--- src/rtl/ifetcher_reqctrl_pkg.sv ---
// Shared definitions for the instruction-fetch request controller: state encoding,
// line geometry and default credit limits.
package ifetcher_reqctrl_pkg;

  typedef enum logic [1:0] {
    IDLE  = 2'd0,
    FETCH = 2'd1,
    FLUSH = 2'd2
  } state_t;

  localparam int LINE_BYTES  = 16;
  localparam int DEF_BUF_CAP = 7;
  localparam int DEF_MAX_OUT = 4;
  localparam int CNT_W       = 3;

  function automatic logic [31:0] satInc32(input logic [31:0] v);
    return (v == 32'hFFFF_FFFF) ? v : v + 32'd1;
  endfunction

endpackage

--- src/rtl/ifetcher_reqctrl_credit.sv ---
// Credit bookkeeping for the fetch path: buffer occupancy, outstanding requests and
// the count of stale requests whose responses must be discarded.
module ifetcher_reqctrl_credit
  import ifetcher_reqctrl_pkg::*;
#(
  parameter int MAX_OUT = DEF_MAX_OUT,
  parameter int BUF_CAP = DEF_BUF_CAP
) (
  input  logic iClk,
  input  logic iResetn,
  input  logic iAccept,
  input  logic iRspValid,
  input  logic iRedirect,
  input  logic iFlush,
  input  logic iBufRE,
  output logic oCreditOk,
  output logic oBufWE,
  output logic oDrop
);

  logic [CNT_W-1:0] occ, out, stale;
  logic             rspEff, rdEff;

  // A response with nothing outstanding is a bus protocol error and is ignored.
  assign rspEff = iRspValid && (out != '0);
  assign oDrop  = rspEff && ((stale != '0) || iRedirect || iFlush);
  assign oBufWE = rspEff && !oDrop;
  assign rdEff  = iBufRE && (occ != '0);

  // Widened so occ+out never wraps before the compare.
  assign oCreditOk = (({1'b0, occ} + {1'b0, out}) < 4'(BUF_CAP)) &&
                     (out < CNT_W'(MAX_OUT));

  always_ff @(posedge iClk or negedge iResetn) begin
    if (!iResetn) begin
      occ   <= '0;
      out   <= '0;
      stale <= '0;
    end else begin
      case ({iAccept, rspEff})
        2'b10:   out <= out + 1'b1;
        2'b01:   out <= out - 1'b1;
        default: out <= out;
      endcase

      if (iFlush) occ <= '0;
      else begin
        case ({oBufWE, rdEff})
          2'b10:   occ <= occ + 1'b1;
          2'b01:   occ <= occ - 1'b1;
          default: occ <= occ;
        endcase
      end

      // Everything in flight at redirect time is stale, minus a response landing now.
      if (iRedirect)                    stale <= out - {{(CNT_W-1){1'b0}}, rspEff};
      else if (oDrop && stale != '0)    stale <= stale - 1'b1;
    end
  end

endmodule

--- src/rtl/ifetcher_reqctrl.sv ---
// Instruction fetch request controller: sequential line fetch, credit-limited issue,
// redirect flush. Optional perf counters via IFETCH_REQCTRL_PERF_EN.
module ifetcher_reqctrl
  import ifetcher_reqctrl_pkg::*;
#(
  parameter int             IW       = 32,
  parameter int             AW       = 32,
  parameter int             MAX_OUT  = DEF_MAX_OUT,
  parameter int             BUF_CAP  = DEF_BUF_CAP,
  parameter logic [AW-1:0]  RESET_PC = '0
) (
  input  logic            iClk,
  input  logic            iResetn,
  input  logic            iEnable,
  input  logic            iRedirect,
  input  logic [AW-1:0]   iRedirectPc,
  output logic            oReqValid,
  output logic [AW-1:0]   oReqAddr,
  input  logic            iReqReady,
  input  logic            iRspValid,
  input  logic [IW*4-1:0] iRspData,
  output logic            oBufWE,
  output logic [IW*4-1:0] oBufWD,
  output logic            oBufClear,
`ifdef IFETCH_REQCTRL_PERF_EN
  output logic [31:0]     oPerfReq,
  output logic [31:0]     oPerfDrop,
`endif
  input  logic            iBufRE
);

  localparam logic [AW-1:0] LINE_MASK = ~AW'(LINE_BYTES - 1);
  localparam logic [AW-1:0] PC_INIT   = RESET_PC & LINE_MASK;

  state_t        state;
  logic [AW-1:0] pc;
  logic          creditOk, accept, drop;

  ifetcher_reqctrl_credit #(
    .MAX_OUT(MAX_OUT),
    .BUF_CAP(BUF_CAP)
  ) uCredit (
    .iClk      (iClk),
    .iResetn   (iResetn),
    .iAccept   (accept),
    .iRspValid (iRspValid),
    .iRedirect (iRedirect),
    .iFlush    (state == FLUSH),
    .iBufRE    (iBufRE),
    .oCreditOk (creditOk),
    .oBufWE    (oBufWE),
    .oDrop     (drop)
  );

  // Redirect withdraws a pending request in the same cycle.
  assign oReqValid = (state == FETCH) && creditOk && !iRedirect;
  assign accept    = oReqValid && iReqReady;
  assign oReqAddr  = pc;
  assign oBufClear = (state == FLUSH);
  assign oBufWD    = oBufWE ? iRspData : '0;

  always_ff @(posedge iClk or negedge iResetn) begin
    if (!iResetn) begin
      state <= IDLE;
      pc    <= PC_INIT;
    end else if (iRedirect) begin
      state <= FLUSH;
      pc    <= iRedirectPc & LINE_MASK;
    end else begin
      if (accept) pc <= pc + AW'(LINE_BYTES);
      case (state)
        IDLE:    if (iEnable) state <= FETCH;
        // Never drop out of FETCH with a request still waiting on the bus.
        FETCH:   if (!iEnable && !(oReqValid && !iReqReady)) state <= IDLE;
        FLUSH:   state <= iEnable ? FETCH : IDLE;
        default: state <= IDLE;
      endcase
    end
  end

`ifdef IFETCH_REQCTRL_PERF_EN
  always_ff @(posedge iClk or negedge iResetn) begin
    if (!iResetn) begin
      oPerfReq  <= '0;
      oPerfDrop <= '0;
    end else begin
      if (accept) oPerfReq  <= satInc32(oPerfReq);
      if (drop)   oPerfDrop <= satInc32(oPerfDrop);
    end
  end
`else
  logic unusedDrop;
  assign unusedDrop = drop;
`endif

endmodule
--- config.mk ---
export PLATFORM = sky130hd
export DESIGN_NAME = ifetcher_reqctrl
export DESIGN_NICKNAME = d
export VERILOG_FILES = /design/src/rtl/ifetcher_reqctrl_pkg.sv /design/src/rtl/ifetcher_reqctrl_credit.sv /design/src/rtl/ifetcher_reqctrl.sv
export SDC_FILE = /design/constraint.sdc
export NUM_CORES = 1
export LEC_CHECK = 0
export ABC_AREA = 1
export CAP_MARGIN = 10
export CELL_PAD_IN_SITES_DETAIL_PLACEMENT = 1
export CELL_PAD_IN_SITES_GLOBAL_PLACEMENT = 2
export CORE_ASPECT_RATIO = 0.75
export CORE_MARGIN = 1
export CORE_UTILIZATION = 19
export DETAILED_ROUTE_END_ITERATION = 10
export GPL_TIMING_DRIVEN = 0
export HOLD_SLACK_MARGIN = 0.08
export PLACE_DENSITY = 0.93
export SETUP_SLACK_MARGIN = 0.5
export SLEW_MARGIN = 25
export SYNTH_ARGS = -nofsm -noshare
export SYNTH_HDL_FRONTEND = slang
export SYNTH_SLANG_ARGS = --single-unit
--- constraint.sdc ---
create_clock -name iClk -period 6.3 [get_ports iClk]
set_input_delay 0.945 -clock iClk [delete_from_list [all_inputs] [get_ports iClk]]
set_output_delay 0.945 -clock iClk [all_outputs]
set_load 0.01 [all_outputs]
==> flow_summary.ini <==
[run_status]
status = completed

[clock_tree]
cts_setup_buffers = 0
cts-root-buf = clkbuf_16
cts_max_level = 2
ctsHoldBuffers = 0
clock_sinks = 39
clkTransAtPathRegs_ps = 60
ctsResizeCount = 0
clockBufferDepth = 2
cts_tree = done
clkLatencyLatePin_ps = 280
cts_buffers = 5

[route]
drtIter0Drc = 162
wl_per_cell_um = 16.42
ant_nets = 0
wl_um = 22610
drc = 0
via_per_inst = 3.942
vias = 5428
drt-pass1-iter-count = 4

[worst_setup_path]
worstReg2RegEnd = uCredit.out[2]
path_cells = clkdlybuf4s50_1, buf_4, nor3_2, nand2_2, buf_6, buf_12, nor2_2, clkdlybuf4s50_1
path_class = input port to output port
ff2ff_setup_slack_ps = 3020
critPathBufInv = 5
critPathSlowestCell = clkdlybuf4s50_1
slowest_delay_ps = 600
critPathTopFamily = buffers and inverters
r2r_start = uCredit.occ[0]
crit_arrival_ps = 3040
endpoint_kind = output port
crit_path_max_fanout = 10
worst-r2r-cell-count = 13
path_common_cell = clkdlybuf4s50_1
required_ps = 5350
critPathLaunchType = input port

[placed_design]
detailedPlace.worstSlack_ps = 2293
io_buffer_count = 321
place_area_sq_um = 8558
place_congestion = 0.9095
hpwlAfterDp_um = 19010

[pwr]
peakVddDrop_uv = 94.83
power_density_nw_per_um2 = 157.3
p_leak_nw = 3.832

[sta]
rsz0062_at_grt = no
tightestPinTransition_ps = 670.9
fin_crit_sh = 0.6320
setup_tns_ps = 0
slew_headroom = 0.5527
slew_viol_final = 0
fin_crit_ps = 3981
fmax_ghz = 0.2512
final_hold_viol_count = 0
setup_viol = 0
finalWorstSetupSlack_ps = 2319
skew_ps = 9.459

[floorplanning]
rows = 50
die_h_um = 141.0
core_area_sq_um = 25150
design.die.area_sq_um = 26420
initial_utilization = 0.1947
die_w_um = 187.4
pin_count = 330

[yosys]
synthTopCellsByArea = nor2_4 21%, dfrtp_1 20%, inv_1 13%
synthCells = 705
synth.distinct_cells = 42
ys_ff_latch = 39
yosys_warnings = 0
syn_avg_cell_area_sq_um = 6.945
netlist_area_sq_um = 4896
synth_top_cell_by_area = nor2_4
seq_area_frac_synth = 0.1993
synth_top_area_share = 0.2139

[global_routing]
grt_usage = 0.1668
overflow = 0
grt_pass1_vias = 5643
antenna_found_initial = 1
grt_max_degree = 27
grt_first_pass_wirelength_um = 34010

[min_path]
hold_path_startpoint = uCredit.occ[2]
hold_end = uCredit.occ[2]
holdPathStages = 1
hold_path_class = flop to flop

[job]
maxCapViolCount = 0

[final_layout]
postLayoutCellArea_sq_um = 8698
fin_nets = 1217
fin_util = 0.3459
n_fill_cell = 3094
drive_above_1_share = 0.1580
area_growth_pct = 77.66
==> per-stage QoR <==
| stage | cells | total power [mW] | hold WS, ps |
|---|---|---|---|
| after detailed placement | 1368 | 1.122 | 521.0 |
| after global routing | 1376 | 1.473 | 554.4 |
| after floorplan | 708 | 0.7727 | 459.4 |
| after CTS | 1376 | 1.391 | 530.1 |
| after global placement | 1367 | 1.094 | 489.2 |
| final | 1377 | 1.369 | 527.6 |
==> final cells by class <==
class / count / area [sq um] / area share
tap: 338 / 422.9 / 0.04862
buffer: 30 / 329.1 / 0.03783
antenna: 1 / 2.502 / 0.0002877
timing repair buffer: 322 / 3228 / 0.3711
clock inverter: 1 / 5.005 / 0.0005754
multi-input combinational: 466 / 2953 / 0.3395
sequential: 39 / 975.9 / 0.1122
inverter: 173 / 649.4 / 0.07465
clock buffer: 7 / 132.6 / 0.01525
==> cells by family after synthesis <==
family,after synthesis,share of synthesized area
fa+ha+maj,13,0.03782
compound gates,34,0.04268
buf+inv,203,0.1998
xor+xnor,12,0.02147
flops,39,0.1993
other cells,1,0.0007659
simple gates,402,0.4960
mux,1,0.002045
==> sequential cells by signal (all words and copies together) (netlist names) <==
name and flops:
state 2, uCredit.occ 3, uCredit.stale 3, uCredit.out 3, oReqAddr 28
==> cell usage in the layout, fill, tap and decap left out, types with 4 or more instances in the layout <==
cell type / synthesis / routed
dfrtp_1: 39 / 39
o21ai_0: 16 / 16
nor2_1: 71 / 71
nor2_4: 93 / 93
conb_1: 1 / 4
xor2_1: 5 / 5
or2_2: 4 / 4
a21oi_1: 7 / 7
clkbuf_16: 0 / 5
nand2_1: 138 / 138
inv_1: 169 / 169
buf_12: 9 / 10
o21bai_1: 4 / 4
nand3_1: 56 / 56
clkdlybuf4s50_1: 0 / 320
ha_1: 10 / 10
nand3_2: 5 / 5
clkbuf_1: 5 / 7
buf_6: 4 / 4
buf_2: 5 / 6
xnor2_1: 7 / 7
buf_4: 6 / 6
nand2_2: 6 / 6
nand4_1: 4 / 4
nor2_2: 16 / 16
==> worst max path at each step <==
stage                         start  slack [ps]  cells after the start           to
final                     iRedirect        2320                      8   oBufWD[58]
after global routing      iRedirect        2220                      8   oBufWD[58]
after CTS                 iRedirect        2280                      8   oBufWD[58]
after detailed placement  iRedirect        2290                      8   oBufWD[58]
after global placement    iRedirect        2300                      8   oBufWD[58]
after floorplan           iRedirect        3530                      6  oBufWD[111]
==> cells in the mapped netlist (all sizes together) <==
library cell    n
or2             6
clkbuf          5
o21a            1
nor3            1
o21ai          17
nor2          180
o211ai          1
inv           172
conb            1
mux2i           1
o31a            1
xor2            5
buf            25
xnor2           7
o21bai          4
fa              3
a31oi           2
a21oi           7
a211oi          1
ha             10
nand3b          2
nand2         145
nand3          62
dfrtp          39
nand4           4
and2            2
clkinv          1
==> layer usage <==
metal | wire length, um | vias up | global-route usage
met5 | 0 | - | 0
met4 | 99 | 0 | 0.01984
met3 | 1035 | 7 | 0.02041
met2 | 10880 | 163 | 0.2919
met1 | 10600 | 2537 | 0.2246
li1 | - | 2721 | -
==> power by group <==
part / internal, mW / switching (mW)
logic: 0.367 / 0.370
clock network: 0.147 / 0.104
registers: 0.303 / 0.0782
==> worst reg2reg max path, cell delays in order, from the launching register on <==
cell and delay [ps]:
dfrtp_1 460, ha_1 250, fa_1 490, nand2_1 50
a21oi_1 120, nand2_1 120, nand3_4 220, buf_2 330
ha_1 200, inv_1 80, fa_1 410, a21oi_1 170
o21ai_0 130, xor2_1 160
(Power assumes the default switching activity.)
